<file path="src/rtl/ea_sequencer_pkg.sv">
`default_nettype none
// ---------------------------------------------------------------------------
// ea_sequencer_pkg : mode, ALU opcode and state encodings for the EA sequencer
// Revision 1.0
// ---------------------------------------------------------------------------
package ea_sequencer_pkg;

  localparam logic [2:0] MODE_ZP    = 3'd0;
  localparam logic [2:0] MODE_ZP_X  = 3'd1;
  localparam logic [2:0] MODE_ZP_Y  = 3'd2;
  localparam logic [2:0] MODE_ABS   = 3'd3;
  localparam logic [2:0] MODE_ABS_X = 3'd4;
  localparam logic [2:0] MODE_ABS_Y = 3'd5;
  localparam logic [2:0] MODE_IND_X = 3'd6;
  localparam logic [2:0] MODE_IND_Y = 3'd7;

  // Shared with the arithmetic unit opcode decoder.
  localparam logic [1:0] ALU_ADR0 = 2'b00;
  localparam logic [1:0] ALU_ADR1 = 2'b01;
  localparam logic [1:0] ALU_ADC  = 2'b10;
  localparam logic [1:0] ALU_LD   = 2'b11;

  typedef enum logic [3:0] {
    ST_IDLE    = 4'd0,
    ST_RD_LO   = 4'd1,
    ST_RD_HI   = 4'd2,
    ST_CAP_HI  = 4'd3,
    ST_CAP_LO  = 4'd4,
    ST_IDX_LO  = 4'd5,
    ST_IDX_HI  = 4'd6,
    ST_PTR_LO  = 4'd7,
    ST_PTR_HI  = 4'd8,
    ST_PTR_CAP = 4'd9,
    ST_DONE    = 4'd10
  } state_e;

  function automatic logic is_abs(input logic [2:0] m);
    return (m == MODE_ABS) || (m == MODE_ABS_X) || (m == MODE_ABS_Y);
  endfunction

  function automatic logic uses_x(input logic [2:0] m);
    return (m == MODE_ZP_X) || (m == MODE_ABS_X) || (m == MODE_IND_X);
  endfunction

  // Modes whose index add may carry into the high byte.
  function automatic logic full_add(input logic [2:0] m);
    return (m == MODE_ABS_X) || (m == MODE_ABS_Y) || (m == MODE_IND_Y);
  endfunction

endpackage
`default_nettype wire

</file>
<file path="src/rtl/ea_sequencer_if.sv">
`default_nettype none
// ---------------------------------------------------------------------------
// ea_sequencer_if : control, memory and ALU signals of the EA sequencer
// Revision 1.0
// ---------------------------------------------------------------------------
interface ea_sequencer_if;
  import ea_sequencer_pkg::*;

  logic        start;
  logic [2:0]  mode;
  logic [15:0] pc_in;
  logic [7:0]  x_reg;
  logic [7:0]  y_reg;
  logic [7:0]  mem_rdata;
  logic [7:0]  alu_out;
  logic        alu_carry;
  logic [15:0] mem_addr;
  logic        mem_rd;
  logic        pc_inc;
  logic        alu_req;
  logic [1:0]  alu_opcode;
  logic [7:0]  alu_a;
  logic [7:0]  alu_b;
  logic [15:0] ea;
  logic        ea_valid;
  logic        page_cross;
  logic        busy;

  modport master (
    input  start, mode, pc_in, x_reg, y_reg, mem_rdata, alu_out, alu_carry,
    output mem_addr, mem_rd, pc_inc, alu_req, alu_opcode, alu_a, alu_b,
           ea, ea_valid, page_cross, busy
  );

  modport slave (
    output start, mode, pc_in, x_reg, y_reg, mem_rdata, alu_out, alu_carry,
    input  mem_addr, mem_rd, pc_inc, alu_req, alu_opcode, alu_a, alu_b,
           ea, ea_valid, page_cross, busy
  );

endinterface
`default_nettype wire

</file>
<file path="src/rtl/ea_sequencer.sv">
`default_nettype none
// ---------------------------------------------------------------------------
// ea_sequencer : fetches operand bytes and forms 6502 effective addresses
// Revision 1.0
// ---------------------------------------------------------------------------
module ea_sequencer
  import ea_sequencer_pkg::*;
#(
  parameter logic [7:0] ZP_HI = 8'h00
) (
  input  wire logic       clk,
  input  wire logic       reset,
  ea_sequencer_if.master  bus
);

  state_e      state_q, state_d;
  logic [2:0]  mode_q, mode_d;
  logic [7:0]  lo_q, lo_d;
  logic [7:0]  hi_q, hi_d;
  logic [7:0]  tmp_q, tmp_d;
  logic [15:0] ea_q, ea_d;
  logic        page_cross_q, page_cross_d;

  logic [15:0] mem_addr;
  logic        mem_rd;
  logic        pc_inc;
  logic        alu_req;
  logic [1:0]  alu_opcode;
  logic [7:0]  alu_a;
  logic [7:0]  alu_b;
  logic        ea_valid;
  logic [7:0]  lo_inc;

  // Second pointer byte stays inside the pointer page.
  assign lo_inc = lo_q + 8'd1;

  always_comb begin
    state_d      = state_q;
    mode_d       = mode_q;
    lo_d         = lo_q;
    hi_d         = hi_q;
    tmp_d        = tmp_q;
    ea_d         = ea_q;
    page_cross_d = page_cross_q;
    mem_addr     = 16'h0000;
    mem_rd       = 1'b0;
    pc_inc       = 1'b0;
    alu_req      = 1'b0;
    alu_opcode   = ALU_ADR0;
    alu_a        = 8'h00;
    alu_b        = 8'h00;
    ea_valid     = 1'b0;

    case (state_q)
      ST_IDLE: begin
        if (bus.start) begin
          mode_d       = bus.mode;
          page_cross_d = 1'b0;
          state_d      = ST_RD_LO;
        end
      end
      ST_RD_LO: begin
        mem_addr = bus.pc_in;
        mem_rd   = 1'b1;
        pc_inc   = 1'b1;
        state_d  = is_abs(mode_q) ? ST_RD_HI : ST_CAP_LO;
      end
      ST_RD_HI: begin
        lo_d     = bus.mem_rdata;
        mem_addr = bus.pc_in;
        mem_rd   = 1'b1;
        pc_inc   = 1'b1;
        state_d  = ST_CAP_HI;
      end
      ST_CAP_HI: begin
        hi_d    = bus.mem_rdata;
        state_d = (mode_q == MODE_ABS) ? ST_DONE : ST_IDX_LO;
      end
      ST_CAP_LO: begin
        lo_d = bus.mem_rdata;
        hi_d = ZP_HI;
        if (mode_q == MODE_ZP) begin
          state_d = ST_DONE;
        end else if (mode_q == MODE_IND_Y) begin
          state_d = ST_PTR_LO;
        end else begin
          state_d = ST_IDX_LO;
        end
      end
      ST_IDX_LO: begin
        alu_req    = 1'b1;
        alu_opcode = ALU_ADR0;
        alu_a      = lo_q;
        alu_b      = uses_x(mode_q) ? bus.x_reg : bus.y_reg;
        lo_d       = bus.alu_out;
        // IDX_HI must follow directly: the ALU holds this carry for one cycle only.
        if (full_add(mode_q)) begin
          page_cross_d = bus.alu_carry;
          state_d      = ST_IDX_HI;
        end else if (mode_q == MODE_IND_X) begin
          state_d = ST_PTR_LO;
        end else begin
          state_d = ST_DONE;
        end
      end
      ST_IDX_HI: begin
        alu_req    = 1'b1;
        alu_opcode = ALU_ADR1;
        alu_b      = hi_q;
        hi_d       = bus.alu_out;
        state_d    = ST_DONE;
      end
      ST_PTR_LO: begin
        mem_addr = {ZP_HI, lo_q};
        mem_rd   = 1'b1;
        state_d  = ST_PTR_HI;
      end
      ST_PTR_HI: begin
        tmp_d    = bus.mem_rdata;
        mem_addr = {ZP_HI, lo_inc};
        mem_rd   = 1'b1;
        state_d  = ST_PTR_CAP;
      end
      ST_PTR_CAP: begin
        hi_d    = bus.mem_rdata;
        lo_d    = tmp_q;
        state_d = (mode_q == MODE_IND_Y) ? ST_IDX_LO : ST_DONE;
      end
      ST_DONE: begin
        ea_d     = {hi_q, lo_q};
        ea_valid = 1'b1;
        state_d  = ST_IDLE;
      end
      default: begin
        state_d = ST_IDLE;
      end
    endcase
  end

  always_ff @(posedge clk) begin
    if (reset) begin
      state_q      <= ST_IDLE;
      mode_q       <= 3'd0;
      lo_q         <= 8'h00;
      hi_q         <= 8'h00;
      tmp_q        <= 8'h00;
      ea_q         <= 16'h0000;
      page_cross_q <= 1'b0;
    end else begin
      state_q      <= state_d;
      mode_q       <= mode_d;
      lo_q         <= lo_d;
      hi_q         <= hi_d;
      tmp_q        <= tmp_d;
      ea_q         <= ea_d;
      page_cross_q <= page_cross_d;
    end
  end

  assign bus.mem_addr   = mem_addr;
  assign bus.mem_rd     = mem_rd;
  assign bus.pc_inc     = pc_inc;
  assign bus.alu_req    = alu_req;
  assign bus.alu_opcode = alu_opcode;
  assign bus.alu_a      = alu_a;
  assign bus.alu_b      = alu_b;
  // The final address is shown in DONE itself, alongside the valid pulse.
  assign bus.ea         = (state_q == ST_DONE) ? {hi_q, lo_q} : ea_q;
  assign bus.ea_valid   = ea_valid;
  assign bus.page_cross = page_cross_q;
  assign bus.busy       = (state_q != ST_IDLE);

endmodule
`default_nettype wire

</file>
<file path="src/flat_wrapper.sv">
// flat-port wrapper written by rule: the top's interface ports become plain ports
module ea_sequencer_flat import ea_sequencer_pkg::*;
#(
  parameter logic [7:0] ZP_HI = 8'h00
)
  (clk, reset, bus_start, bus_mode, bus_pc_in, bus_x_reg, bus_y_reg, bus_mem_rdata, bus_alu_out, bus_alu_carry, bus_mem_addr, bus_mem_rd, bus_pc_inc, bus_alu_req, bus_alu_opcode, bus_alu_a, bus_alu_b, bus_ea, bus_ea_valid, bus_page_cross, bus_busy);
  ea_sequencer_if bus_i ();
  input  wire logic clk;
  input  wire logic reset;
  input wire logic [$bits(bus_i.start)-1:0] bus_start;
  input wire logic [$bits(bus_i.mode)-1:0] bus_mode;
  input wire logic [$bits(bus_i.pc_in)-1:0] bus_pc_in;
  input wire logic [$bits(bus_i.x_reg)-1:0] bus_x_reg;
  input wire logic [$bits(bus_i.y_reg)-1:0] bus_y_reg;
  input wire logic [$bits(bus_i.mem_rdata)-1:0] bus_mem_rdata;
  input wire logic [$bits(bus_i.alu_out)-1:0] bus_alu_out;
  input wire logic [$bits(bus_i.alu_carry)-1:0] bus_alu_carry;
  output wire logic [$bits(bus_i.mem_addr)-1:0] bus_mem_addr;
  output wire logic [$bits(bus_i.mem_rd)-1:0] bus_mem_rd;
  output wire logic [$bits(bus_i.pc_inc)-1:0] bus_pc_inc;
  output wire logic [$bits(bus_i.alu_req)-1:0] bus_alu_req;
  output wire logic [$bits(bus_i.alu_opcode)-1:0] bus_alu_opcode;
  output wire logic [$bits(bus_i.alu_a)-1:0] bus_alu_a;
  output wire logic [$bits(bus_i.alu_b)-1:0] bus_alu_b;
  output wire logic [$bits(bus_i.ea)-1:0] bus_ea;
  output wire logic [$bits(bus_i.ea_valid)-1:0] bus_ea_valid;
  output wire logic [$bits(bus_i.page_cross)-1:0] bus_page_cross;
  output wire logic [$bits(bus_i.busy)-1:0] bus_busy;
  assign bus_i.start = bus_start;
  assign bus_i.mode = bus_mode;
  assign bus_i.pc_in = bus_pc_in;
  assign bus_i.x_reg = bus_x_reg;
  assign bus_i.y_reg = bus_y_reg;
  assign bus_i.mem_rdata = bus_mem_rdata;
  assign bus_i.alu_out = bus_alu_out;
  assign bus_i.alu_carry = bus_alu_carry;
  assign bus_mem_addr = bus_i.mem_addr;
  assign bus_mem_rd = bus_i.mem_rd;
  assign bus_pc_inc = bus_i.pc_inc;
  assign bus_alu_req = bus_i.alu_req;
  assign bus_alu_opcode = bus_i.alu_opcode;
  assign bus_alu_a = bus_i.alu_a;
  assign bus_alu_b = bus_i.alu_b;
  assign bus_ea = bus_i.ea;
  assign bus_ea_valid = bus_i.ea_valid;
  assign bus_page_cross = bus_i.page_cross;
  assign bus_busy = bus_i.busy;
  ea_sequencer #(.ZP_HI(ZP_HI)) u_core (.clk(clk), .reset(reset), .bus(bus_i));
endmodule
</file>
<file path="config.mk">
export PLATFORM = sky130hd
export DESIGN_NAME = ea_sequencer_flat
export DESIGN_NICKNAME = d
export VERILOG_FILES = /design/src/rtl/ea_sequencer_pkg.sv /design/src/rtl/ea_sequencer_if.sv /design/src/rtl/ea_sequencer.sv /design/src/flat_wrapper.sv
export SDC_FILE = /design/constraint.sdc
export NUM_CORES = 1
export LEC_CHECK = 0
export ABC_CLOCK_PERIOD_IN_PS = 3700
export BUFFER_PORTS_ARGS = -buffer_cell sky130_fd_sc_hd__buf_2
export CORE_MARGIN = 5
export CORE_UTILIZATION = 50
export DETAILED_ROUTE_END_ITERATION = 8
export PLACE_DENSITY = 0.85
export SYNTH_ARGS = -nofsm -noshare
export SYNTH_HDL_FRONTEND = slang
export SYNTH_SLANG_ARGS = --single-unit
</file>
<file path="constraint.sdc">
create_clock -name clk -period 3.7 [get_ports clk]
set_input_delay 0.74 -clock clk [delete_from_list [all_inputs] [get_ports clk]]
set_output_delay 0.74 -clock clk [all_outputs]
set_load 0.02 [all_outputs]
</file>
==> impl_results.md <==
- Skew final: approximately 0.0058 ns
- First-pass GRT wire length: between 10000 and 15000 um
- Leak: between 1.5 and 2 nW
- Boundary Pins: about 110
- Cts hold-fix bufs: 0
- FF+latch count, synth: between 40 and 50
- Area contributors post-synth: dfxtp_1, nand2_1, a21oi_1, mux2_4, a22oi_1
- Fin. Hold Viols: 0
- Dpl cells: roughly 520
- Crit Path Category: reg -> out
- HP Class: reg -> reg
- Startpoint types: register
- Mapped Area: just over 3000 sq um
- DR vias/cell: between 5 and 6
- Area Overhead vs Synth: 19.1%
- Ys Warns: 0
- Post-cts resize count: 0
- Routed vias: roughly 3100
- FMAX: 321 MHz
- Die area: approximately 7800 sq um
- CP peak stage delay: roughly 0.8 ns
- Total grt overflow: 0
- Post-synth EDFFs: 0
- Root buffer cell: clkbuf_8
- Crit. End Element: primary output
- Initial antenna violation count: 0
- Post-synth top area cell: dfxtp_1
- Cts bufs inserted: 5
- Final worst slack: just under 0.6 ns
- Core ar.: between 5000 and 6000 sq um
- Rows: 28
- Family with the most delay on the worst path: simple AND/OR/NAND/NOR gates
- Setup violations, final: 0
- Vias in the first global route: between 2000 and 3000
- Run status: finished, final reports clean
- Diodes inserted: 0
- # H-tree levels: 2
- Initial core utilization: 51.6%
- CP max stage cell: or4b_1
- Worst EP required: a little under 3 ns
- Layout cells sized above 1: around a third
- Leading cell type in the layout, fill and taps excluded: buf_2
- Avg Cell Area, Syn: 8.54 sq um
- Maximum vdd ir drop: ~0.00045 V
- CP Data Arrival Time: ~2.4 ns
- Buffers on Ports: 109
- Post-placement cell area: roughly 3600 sq um
- GP Congestion: between 0.8 and 0.9
- NumNets Final: between 500 and 600
- GRT Resource Usage Total: between 20% and 30%
- Measured slew at the worst slew-check pin: about 0.77 ns
- Final TNS setup: 0 ns
- DR pass1 iterations: 5
- Commonest non-fill, non-tap cells in the layout: buf_2, nand2_1, dfxtp_1
- Clock Latency Late Sink: ~0.3 ns
- RSZ-0062 raised after global routing: false
- Design Power: ~2.2 mW
- Routed Wire Length: ~9000 um
- Gate Count Post-Synth: 360
- Setup bufs post-CTS: 0
- Post-DRT Antenna Nets: 0
- Synth async-reset ratio: 0%
- Primary FF master, synth: dfxtp_1
- Final min period: a little over 3 ns
- Fill cells: approximately 520
- Design Area, Final: approximately 3700 sq um
- WP buf/inv: 1
- Drc violations: 0
- Drt wl/cell: between 15 and 20 um
- Syn_nets: around 420
- CTS sink count: 48
- DP Wirelength: about 6500 um
- Pre-CTS setup slack: around 0.9 ns
- DRT iter0 DRCs: around 300
- P per Cell Area: a little over 600 nW/um^2
- Largest net degree at the start of global routing: 46
- Yosys cell types: 65
- Sequential area share after synthesis: 31.2%
- Die width: just under 90 um
- CTS tree: yes
- Clock Path Buffers: 2
- Worst-path fanout max: 18
- Yosys top cell area share: a little under a third
- Period utilisation layout: between 80 and 90%
- Max-slew headroom: between 40% and 50%
- Fin. max-slew vios: 0
- Max Cap Violations: 0
- Final std cells w/o fill: 527
- Final Core Density: 61.5%
- Worst hold slack: 0.462 ns
- Die Y: slightly below 90 um
- Crit-path cells: or4b_1 -> a31oi_1 -> o21ai_1 -> o311ai_1 -> buf_2
- Clock transition at path regs: about 0.090 ns
==> synthesized netlist by cell type, types with 7 or more instances <==
master	count
a22oi_1	16
buf_2	10
nand2b_1	8
and2_1	17
a311oi_1	8
o21ai_0	15
nor2_1	9
nand2_1	50
clkbuf_1	7
nor2b_1	7
mux2_2	7
a21oi_1	27
nor3_1	9
and2b_1	9
nand3_1	13
buf_6	9
dfxtp_1	48
mux2i_1	8
mux2_4	9
==> sequential cells by signal (all words and copies together), names as in the netlist <==
signal and cells:
u_core.bus.page_cross 1, u_core.tmp_q 8, u_core.state_q 4, u_core.mode_q 3, u_core.hi_q 8, u_core.lo_q 8
u_core.ea_q 16
==> tightest hold or removal path, delay by kind of cell, from the launching register on <==
kind | cells | cell delay (ns)
flip-flops | 1 | 0.32
AND/OR/NAND/NOR | 1 | 0.05
AO/OA/AOI/OAI | 1 | 0.05
==> final timing paths <==
path | startpoint | to | slack [ns] | depth (start not counted)
hold / removal | u_core.tmp_q[0]$_SDFFE_PP0P_ | u_core.tmp_q[0]$_SDFFE_PP0P_ | 0.46 | 2
setup reg to reg | u_core.state_q[1]$_SDFFE_PP0P_ | u_core.state_q[3]$_SDFFE_PP0P_ | 1.52 | 5
hold reg to reg | u_core.tmp_q[0]$_SDFFE_PP0P_ | u_core.tmp_q[0]$_SDFFE_PP0P_ | 0.46 | 2
setup / recovery | u_core.state_q[3]$_SDFFE_PP0P_ | bus_mem_addr[6] | 0.59 | 5
==> layout make-up <==
cell class / count / area, sq um / share of cell area (%)
Clock buffer: 7 / 86.3 / 2.36
Clock inverter: 1 / 7.51 / 0.205
Inverter: 4 / 15.0 / 0.410
Multi-Input combinational cell: 276 / 1890 / 51.6
Sequential cell: 48 / 961 / 26.2
Tap cell: 75 / 93.8 / 2.56
Timing Repair Buffer: 116 / 611 / 16.7
==> kinds of logic after synthesis <==
| kind of cell | synth area share (%) |
|---|---|
| buffers and inverters | 7.53 |
| AOI/OAI and AO/OA | 21.0 |
| other | 0.122 |
| xor gates and xnor gates | 0.570 |
| DFF | 31.2 |
| and+or+nand+nor | 29.6 |
| adders and majority gates | 0.407 |
| muxes | 9.56 |
==> power breakdown <==
group          total [mW]  internal (mW)  switching, mW  leakage, nW
Sequential          0.707          0.581          0.126        0.389
Combinational        1.18          0.465          0.711         1.21
Clock               0.326          0.152          0.173       0.0445
==> metal layers <==
metal	vias up	global-route usage, %	routed length, um
met5	-	0	0
met2	153	39.0	4350
li1	1484	-	-
met3	25	3.91	823
met4	0	7.14	197
met1	1441	26.4	3440
Power figures use the tool's default switching activity.
